[src/rtl/adc_stream_decimator_if.sv]
// rtl/adc_stream_decimator_if.sv - ADC sample input and averaged-frame output stream bundle
interface adc_stream_decimator_if #(
  parameter int NUM_CH = 2,
  parameter int DATA_W = 8
);
  logic [NUM_CH*DATA_W-1:0] adc_data;
  logic                     adc_valid;
  logic [NUM_CH*DATA_W-1:0] out_data;
  logic                     out_valid;
  logic                     out_ready;

  modport master (
    output adc_data, adc_valid, out_ready,
    input  out_data, out_valid
  );

  modport slave (
    input  adc_data, adc_valid, out_ready,
    output out_data, out_valid
  );
endinterface

[src/rtl/adc_stream_decimator.sv]
// rtl/adc_stream_decimator.sv - offset-binary conversion, accumulate-and-dump averaging, FWFT frame FIFO
module adc_stream_decimator #(
  parameter int NUM_CH     = 2,
  parameter int DATA_W     = 8,
  parameter int DECIM_LOG2 = 2,
  parameter bit OFFSET_BIN = 1'b1,
  parameter int FIFO_DEPTH = 8
) (
  input  logic                         clk_clk,
  input  logic                         reset_reset_n,
  input  logic                         enable,
  adc_stream_decimator_if.slave        bus,
  output logic                         overflow,
  input  logic                         clear_ovf,
  output logic [$clog2(FIFO_DEPTH):0]  fifo_level
);
  localparam int ACC_W   = DATA_W + DECIM_LOG2;
  localparam int CNT_W   = (DECIM_LOG2 > 0) ? DECIM_LOG2 : 1;
  localparam int PTR_W   = $clog2(FIFO_DEPTH);
  localparam int LVL_W   = PTR_W + 1;
  localparam int FRAME_W = NUM_CH * DATA_W;
  localparam logic [CNT_W-1:0]  CNT_MAX  = CNT_W'((1 << DECIM_LOG2) - 1);
  localparam logic [LVL_W-1:0]  LVL_FULL = LVL_W'(FIFO_DEPTH);
  localparam logic [DATA_W-1:0] MSB_FLIP = {OFFSET_BIN, {(DATA_W-1){1'b0}}};

  logic signed [ACC_W-1:0]  acc_q [NUM_CH];
  logic signed [ACC_W-1:0]  acc_d [NUM_CH];
  logic signed [ACC_W-1:0]  sum   [NUM_CH];
  logic signed [DATA_W-1:0] smp   [NUM_CH];
  logic [CNT_W-1:0]         cnt_q, cnt_d;
  logic [FRAME_W-1:0]       frame;
  logic [FRAME_W-1:0]       mem_q [FIFO_DEPTH];
  logic [PTR_W-1:0]         wr_ptr_q, wr_ptr_d, rd_ptr_q, rd_ptr_d;
  logic [LVL_W-1:0]         level_q, level_d;
  logic                     overflow_q, overflow_d;
  logic                     fire, frame_done, pop, full, push, drop;

  assign fire       = enable & bus.adc_valid;
  assign frame_done = fire & (cnt_q == CNT_MAX);
  assign full       = (level_q == LVL_FULL);
  assign pop        = bus.out_valid & bus.out_ready;
  // A full FIFO still takes the new frame when the head leaves on the same edge.
  assign push       = frame_done & (~full | pop);
  assign drop       = frame_done & full & ~pop;

  always_comb begin
    frame = '0;
    cnt_d = cnt_q;
    for (int ch = 0; ch < NUM_CH; ch++) begin
      smp[ch]   = bus.adc_data[ch*DATA_W +: DATA_W] ^ MSB_FLIP;
      sum[ch]   = acc_q[ch] + ACC_W'(smp[ch]);
      frame[ch*DATA_W +: DATA_W] = DATA_W'(sum[ch] >>> DECIM_LOG2);
      acc_d[ch] = acc_q[ch];
    end
    // Dropping enable abandons any partial frame so the next one starts clean.
    if (!enable) begin
      cnt_d = '0;
      for (int ch = 0; ch < NUM_CH; ch++) acc_d[ch] = '0;
    end else if (fire) begin
      if (cnt_q == CNT_MAX) begin
        cnt_d = '0;
        for (int ch = 0; ch < NUM_CH; ch++) acc_d[ch] = '0;
      end else begin
        cnt_d = cnt_q + CNT_W'(1);
        for (int ch = 0; ch < NUM_CH; ch++) acc_d[ch] = sum[ch];
      end
    end
  end

  always_comb begin
    wr_ptr_d   = push ? wr_ptr_q + PTR_W'(1) : wr_ptr_q;
    rd_ptr_d   = pop  ? rd_ptr_q + PTR_W'(1) : rd_ptr_q;
    level_d    = level_q;
    overflow_d = overflow_q;
    case ({push, pop})
      2'b10:   level_d = level_q + LVL_W'(1);
      2'b01:   level_d = level_q - LVL_W'(1);
      default: level_d = level_q;
    endcase
    if (drop)           overflow_d = 1'b1;
    else if (clear_ovf) overflow_d = 1'b0;
  end

  always_ff @(posedge clk_clk) begin
    if (!reset_reset_n) begin
      cnt_q      <= '0;
      wr_ptr_q   <= '0;
      rd_ptr_q   <= '0;
      level_q    <= '0;
      overflow_q <= 1'b0;
      for (int ch = 0; ch < NUM_CH; ch++) acc_q[ch] <= '0;
      for (int i = 0; i < FIFO_DEPTH; i++) mem_q[i] <= '0;
    end else begin
      cnt_q      <= cnt_d;
      wr_ptr_q   <= wr_ptr_d;
      rd_ptr_q   <= rd_ptr_d;
      level_q    <= level_d;
      overflow_q <= overflow_d;
      for (int ch = 0; ch < NUM_CH; ch++) acc_q[ch] <= acc_d[ch];
      if (push) mem_q[wr_ptr_q] <= frame;
    end
  end

  assign bus.out_valid = (level_q != '0);
  assign bus.out_data  = bus.out_valid ? mem_q[rd_ptr_q] : '0;
  assign overflow      = overflow_q;
  assign fifo_level    = level_q;
endmodule

[src/flat_wrapper.sv]
// flat-port wrapper written by rule: the top's interface ports become plain ports
module adc_stream_decimator_flat 
#(
  parameter int NUM_CH     = 2,
  parameter int DATA_W     = 8,
  parameter int DECIM_LOG2 = 2,
  parameter bit OFFSET_BIN = 1'b1,
  parameter int FIFO_DEPTH = 8
)
  (clk_clk, reset_reset_n, enable, overflow, clear_ovf, fifo_level, bus_adc_data, bus_adc_valid, bus_out_ready, bus_out_data, bus_out_valid);
  adc_stream_decimator_if #(.NUM_CH(NUM_CH), .DATA_W(DATA_W)) bus_i ();
  input  logic clk_clk;
  input  logic reset_reset_n;
  input  logic enable;
  output logic overflow;
  input  logic clear_ovf;
  output logic [$clog2(FIFO_DEPTH):0] fifo_level;
  input wire logic [$bits(bus_i.adc_data)-1:0] bus_adc_data;
  input wire logic [$bits(bus_i.adc_valid)-1:0] bus_adc_valid;
  input wire logic [$bits(bus_i.out_ready)-1:0] bus_out_ready;
  output wire logic [$bits(bus_i.out_data)-1:0] bus_out_data;
  output wire logic [$bits(bus_i.out_valid)-1:0] bus_out_valid;
  assign bus_i.adc_data = bus_adc_data;
  assign bus_i.adc_valid = bus_adc_valid;
  assign bus_i.out_ready = bus_out_ready;
  assign bus_out_data = bus_i.out_data;
  assign bus_out_valid = bus_i.out_valid;
  adc_stream_decimator #(.NUM_CH(NUM_CH), .DATA_W(DATA_W), .DECIM_LOG2(DECIM_LOG2), .OFFSET_BIN(OFFSET_BIN), .FIFO_DEPTH(FIFO_DEPTH)) u_core (.clk_clk(clk_clk), .reset_reset_n(reset_reset_n), .enable(enable), .bus(bus_i), .overflow(overflow), .clear_ovf(clear_ovf), .fifo_level(fifo_level));
endmodule
[config.mk]
export PLATFORM = sky130hd
export DESIGN_NAME = adc_stream_decimator_flat
export DESIGN_NICKNAME = d
export VERILOG_FILES = /design/src/rtl/adc_stream_decimator_if.sv /design/src/rtl/adc_stream_decimator.sv /design/src/flat_wrapper.sv
export SDC_FILE = /design/constraint.sdc
export NUM_CORES = 1
export LEC_CHECK = 0
export CORE_MARGIN = 2
export CORE_UTILIZATION = 50
export CTS_CLUSTER_SIZE = 8
export DETAILED_ROUTE_END_ITERATION = 6
export PLACE_DENSITY = 0.69
export REMOVE_ABC_BUFFERS = 1
export SYNTH_ARGS = -nofsm -noshare
export SYNTH_HDL_FRONTEND = slang
export SYNTH_SLANG_ARGS = --single-unit
[constraint.sdc]
create_clock -name clk_clk -period 3.2 [get_ports clk_clk]
set_input_delay 0.64 -clock clk_clk [delete_from_list [all_inputs] [get_ports clk_clk]]
set_output_delay 0.64 -clock clk_clk [all_outputs]
set_load 0.005 [all_outputs]
* After elaboration in Yosys (flattened, before gate mapping)
Memories as Yosys holds them, arrays and structs flattened. A register that Yosys moved wholly into a read port is not among the register bits. Index checks and enable logic that the tools add are counted.
Word-level totals: output and inout port bits 22, memory bits (writable) 148, bits in registers 13, memories 2, input port bits 22
Memories:
- u_core.mem_q | words 8, width 16, read ports 1, clocked after memory_dff 1, wr ports 8, line adc_stream_decimator.sv:32 | logic [FRAME_W-1:0] mem_q [FIFO_DEPTH];
- u_core.acc_q | words 2, width 10, read ports 2, clocked after memory_dff 0, wr ports 2, line adc_stream_decimator.sv:26 | logic signed [ACC_W-1:0] acc_q [NUM_CH];
Cells by class: reduce and logical (&&, ||, !) cells 5, equal/unequal tests 4, $add $sub $neg 7, mux-type cells 20, bitwise operators 13
Operators by type and width (number):
- $mux W20 | 3
- $mux W16 | 2
- $add A10 B8 Y10 | 2
- $mux W10 | 2
- $reduce_or A16 Y1 | 1
- $mux W3 | 3
- $mux W1 | 8
- $pmux W4 S2 | 1
- $add A3 B1 Y3 const B | 2
- $and A1 B1 Y1 | 6
- $add A4 B1 Y4 const B | 1
- $eq A2 B2 Y1 const B | 2
- $eq A4 B4 Y1 const B | 1
- $not A1 Y1 | 4
- $reduce_bool A2 Y1 | 2
- $reduce_bool A4 Y1 | 1
- $sub A4 B1 Y4 const B | 1
- $or A1 B1 Y1 | 3
- $add A2 B1 Y2 const B | 1
- $eq A2 B1 Y1 const B | 1
- $mux W2 | 1
- $reduce_and A2 Y1 | 1

* Longest topological paths before layout
Gate-level depths: netlist of the first run.
depth in word-level cells 9, depth in mapped cells 10

* Worst setup path after synthesis of the first run
Ideal clock, no wire load.
path kind input port to flip-flop, from input bus_adc_data[0], to memory u_core.mem_q[0][4] (netlist name) (data pin), required time 2.928 ns, slack 0.612 ns, stages 8, arrival time 2.316 ns, path buffers 0, cell sequence ha_1 > fa_1 > a21o_1 > a21oi_1 > a21oi_1 > nor2_1 > xor2_1 > nor2_1
RTL lines:
- start: declaration | line flat_wrapper.sv:18 | input wire logic [$bits(bus_i.adc_data)-1:0] bus_adc_data;
- end: declaration | line adc_stream_decimator.sv:32

==> results of run 1 <==
power by group through the flow:
stage          sequential, mW  combinational, mW  clock, mW
6_report                 2.40              0.486       2.04
5_1_grt                  2.40              0.529       2.14
4_1_cts                  2.40              0.485       2.06
3_5_place_dp             2.44              0.483          0
3_3_place_gp             2.44              0.469          0
2_1_floorplan            2.44              0.280          0
stage by stage:
stage	cells	hold WS [ns]	utilization
6_report	939	0.466	0.612
5_1_grt	939	0.487	0.612
4_1_cts	939	0.465	0.612
3_5_place_dp	907	0.450	0.574
3_3_place_gp	907	0.443	0.574
2_1_floorplan	606	0.429	-
area by class of cell:
class	count	share of cell area
Clock buffer	18	0.0459
Clock inverter	14	0.0173
Sequential cell	164	0.489
Inverter	17	0.00683
Multi-Input combinational cell	425	0.326
Tap cell	211	0.0283
Timing Repair Buffer	90	0.0865
cells in the mapped netlist (6+ instances only):
library cell  count
nor2b_1          12
xnor2_1           8
ha_1             22
a21oi_1          14
nand2b_1          6
nand2_1          30
a21o_1            6
mux4_2           32
and2_1            8
edfxtp_1        128
nand3_1          16
nor2_1          168
dfxtp_1          36
clkbuf_1         15
o21ai_0          17
inv_1            16
mux2i_1          21
buf_2             9
xor2_1            8
worst paths after layout:
kind                                         start                 end  slack, ns  cells after the start
worst max-delay path                          flop    bus_out_data[15]       0.19                      5
worst min-delay path            u_core.acc_q[0][5]  u_core.acc_q[0][5]       0.47                      2
worst max register to register     u_core.cnt_q[0]  u_core.mem_q[3][4]       0.77                      7
worst min register to register  u_core.acc_q[0][5]  u_core.acc_q[0][5]       0.47                      2
critical path, delay by kind of cell, from the launching register on:
family        cells  cell delay, ns
flops             1            0.52
mux               2            0.73
simple gates      1            0.06
buf+inv           2            0.64
routing by layer:
| layer | wire [um] | up-vias | global-route usage |
|---|---|---|---|
| li1 | - | 2455 | - |
| met1 | 7420 | 2619 | 0.284 |
| met2 | 9060 | 165 | 0.392 |
| met3 | 943 | 25 | 0.0458 |
| met4 | 335 | 0 | 0.0831 |
| met5 | 0 | - | 0 |
cells by family (layout without fill, tap and decap cells):
family,after synthesis,in the layout
AND/OR/NAND/NOR,267,267
flip-flops,164,164
AO/OA/AOI/OAI,63,63
multiplexers,53,53
buffers and inverters,49,139
adder cells (fa/ha/maj),24,24
XOR/XNOR,18,18
sequential cells by signal, indices dropped and copies added, names as in the netlist, named ones only:
register / cells
u_core.wr_ptr_q: 3
u_core.rd_ptr_q: 3
u_core.overflow: 1
u_core.mem_q: 128
u_core.cnt_q: 2
u_core.acc_q: 20
u_core.fifo_level: 4
what timing repair did:
| action | in CTS | in global routing |
|---|---|---|
| resized for setup | 1 | 0 |
| endpoints found under the setup margin | 1 | 0 |
| setup buffers | 0 | 0 |
==> metrics.csv, run 1 <==
stage,metric,value,unit
run_status,status,completed,
grt,grt_max_degree,18,
clock_tree,cts_buffer_depth,2,
floorplan,coreArea,0.0153,mm2
yosys,synth_ff_type,edfxtp_1,
grt,grt_pass1_wl,27900,um
grt,grt.total_usage,0.227,
yosys,synth_top_cell_by_area,edfxtp_1,
floorplan,row_count,45,
cells_and_area,layout-area-overhead-vs-synth,19.2,%
worst_setup_path,arrival,2.37,ns
pwr,cellLeakagePower,3.44,nW
clock_tree,clock_latency,0.42,ns
yosys,synthArstFlopShare,0,
timing,finalHoldViolCount,0,
routing,routed_wl,17800,um
yosys,synth_compound_area_frac,0.0552,
placed_design,gp_congestion,0.803,
clock_tree,cts_hold_buffers,0,
clock_tree,h-tree-depth,4,
timing,fin_crit,3.01,ns
cells_and_area,nets,761,
clock_tree,ctsRootBufferMaster,clkbuf_16,
timing,setup_tns,0,ns
timing,finClkSkew,0.00757,ns
worst_setup_path,slowest_delay,0.52,ns
yosys,yosysUniqueCellTypes,59,
timing,fin_ws,0.186,ns
timing,maxSlewViolCount,0,
grt,grt_pass1_vias,5223,
worst_setup_path,worst-endpoint-required,2.56,ns
yosys,ys_ff_latch,164,
yosys,yosysWarnings,0,
pwr,comb_power_share,0.099,
floorplan,die_h,129,um
pwr,powerDensity,527,mW/mm2
clock_tree,clock_sink_count,164,
yosys,synth_cells,638,
worst_setup_path,cp-end-kind,output port,
routing,vias_per_cell,5.61,
floorplan,die_w,129,um
grt,grt_overflow,0,
cells_and_area,layout_common_cells,"168 x nor2_1, 128 x edfxtp_1, 45 x buf_4",
cells_and_area,multi_input_area,0.00305,mm2
yosys,synth-edff-count,128,
yosys,synth_top_family_by_area,simple AND/OR/NAND/NOR gates,
pwr,net-switching-power,1.13,mW
pwr,netSwitchingFraction,0.229,
timing,setup_viol,0,
cells_and_area,stdcell_area,0.00935,mm2
timing,rsz0062_at_grt,false,
worst_setup_path,worst_setup_path_start_kind,flop,
yosys,synth_simple_gate_area_frac,0.153,
routing,drc,0,
pwr,pwr-share-seq,0.487,
pwr,total_power,4.93,mW
yosys,syn-cell-area,0.00784,mm2
floorplan,io_pins,44,
clock_tree,cts_tree,done,
cells_and_area,fillers,1195,
pwr,clockPowerShare,0.415,
routing,drtIter0Drc,486,
cells_and_area,regArea,0.00457,mm2
worst_setup_path,critPathKind,reg -> out,
placed_design,place_area,0.00875,mm2
floorplan,die-area,0.0167,mm2
worst_setup_path,critPathMaxFanout,13,
yosys,synth_area_leaders,"edfxtp_1 49%, dfxtp_1 9.2%, mux4_2 9.2%",
floorplan,initial_core_util,0.514,
worst_setup_path,path_cells,buf_4 -> mux4_2 -> mux2i_1 -> nor2_1 -> clkdlybuf4s50_1,
routing,routedWlPerCell,18.9,um
cells_and_area,insertedDiodeCount,0,
clock_tree,clkTransAtPathRegs,0.06,ns
yosys,synthXorXnorAreaFrac,0.0220,
job,maxCapViolations,0,
yosys,synth.avg_cell_area,12.3,um2
yosys,synth_fa_ha_area_frac,0.0402,
timing,worst_pin_slew,0.980,ns
clock_tree,cts_buffers,17,
timing,fmax,332,MHz
placed_design,dpl.hpwl,12200,um
pwr,vdd_drop_max,404,uV
cells_and_area,drive_above_1_share,0.173,
yosys,ys_seq_area_frac,0.582,
routing,dr.pass1.iters,5,
yosys,synth_top_area_frac,0.490,
routing,ant_nets,0,
grt,grt_antenna_before_repair,0,
worst_setup_path,slowest_stage,dfxtp_4,
timing,timing.final.crit_share,0.942,
placed_design,portBuffers,43,
yosys,muxShareOfSynthArea,0.119,
pwr,p_int,3.80,mW
cells_and_area,layout_commonest_cell,nor2_1,
hold_path,holdCritPathClass,reg -> reg,
routing,dr_total_vias,5264,
placed_design,dp_slack,-0.132,ns
timing,max_slew_margin,0.342,
Power figures use the tool's default switching activity.
==> run 2, diff against run 1 <==
--- a/config.mk
+++ b/config.mk
@@ -9,8 +9,10 @@
 export CORE_UTILIZATION = 50
 export CTS_CLUSTER_SIZE = 8
 export DETAILED_ROUTE_END_ITERATION = 6
+export GPL_ROUTABILITY_DRIVEN = 0
 export PLACE_DENSITY = 0.69
 export REMOVE_ABC_BUFFERS = 1
+export SLEW_MARGIN = 20
 export SYNTH_ARGS = -nofsm -noshare
 export SYNTH_HDL_FRONTEND = slang
 export SYNTH_SLANG_ARGS = --single-unit
==> results of run 2 <==
The final DEF is identical to that of run 1; final timing and power are the same.
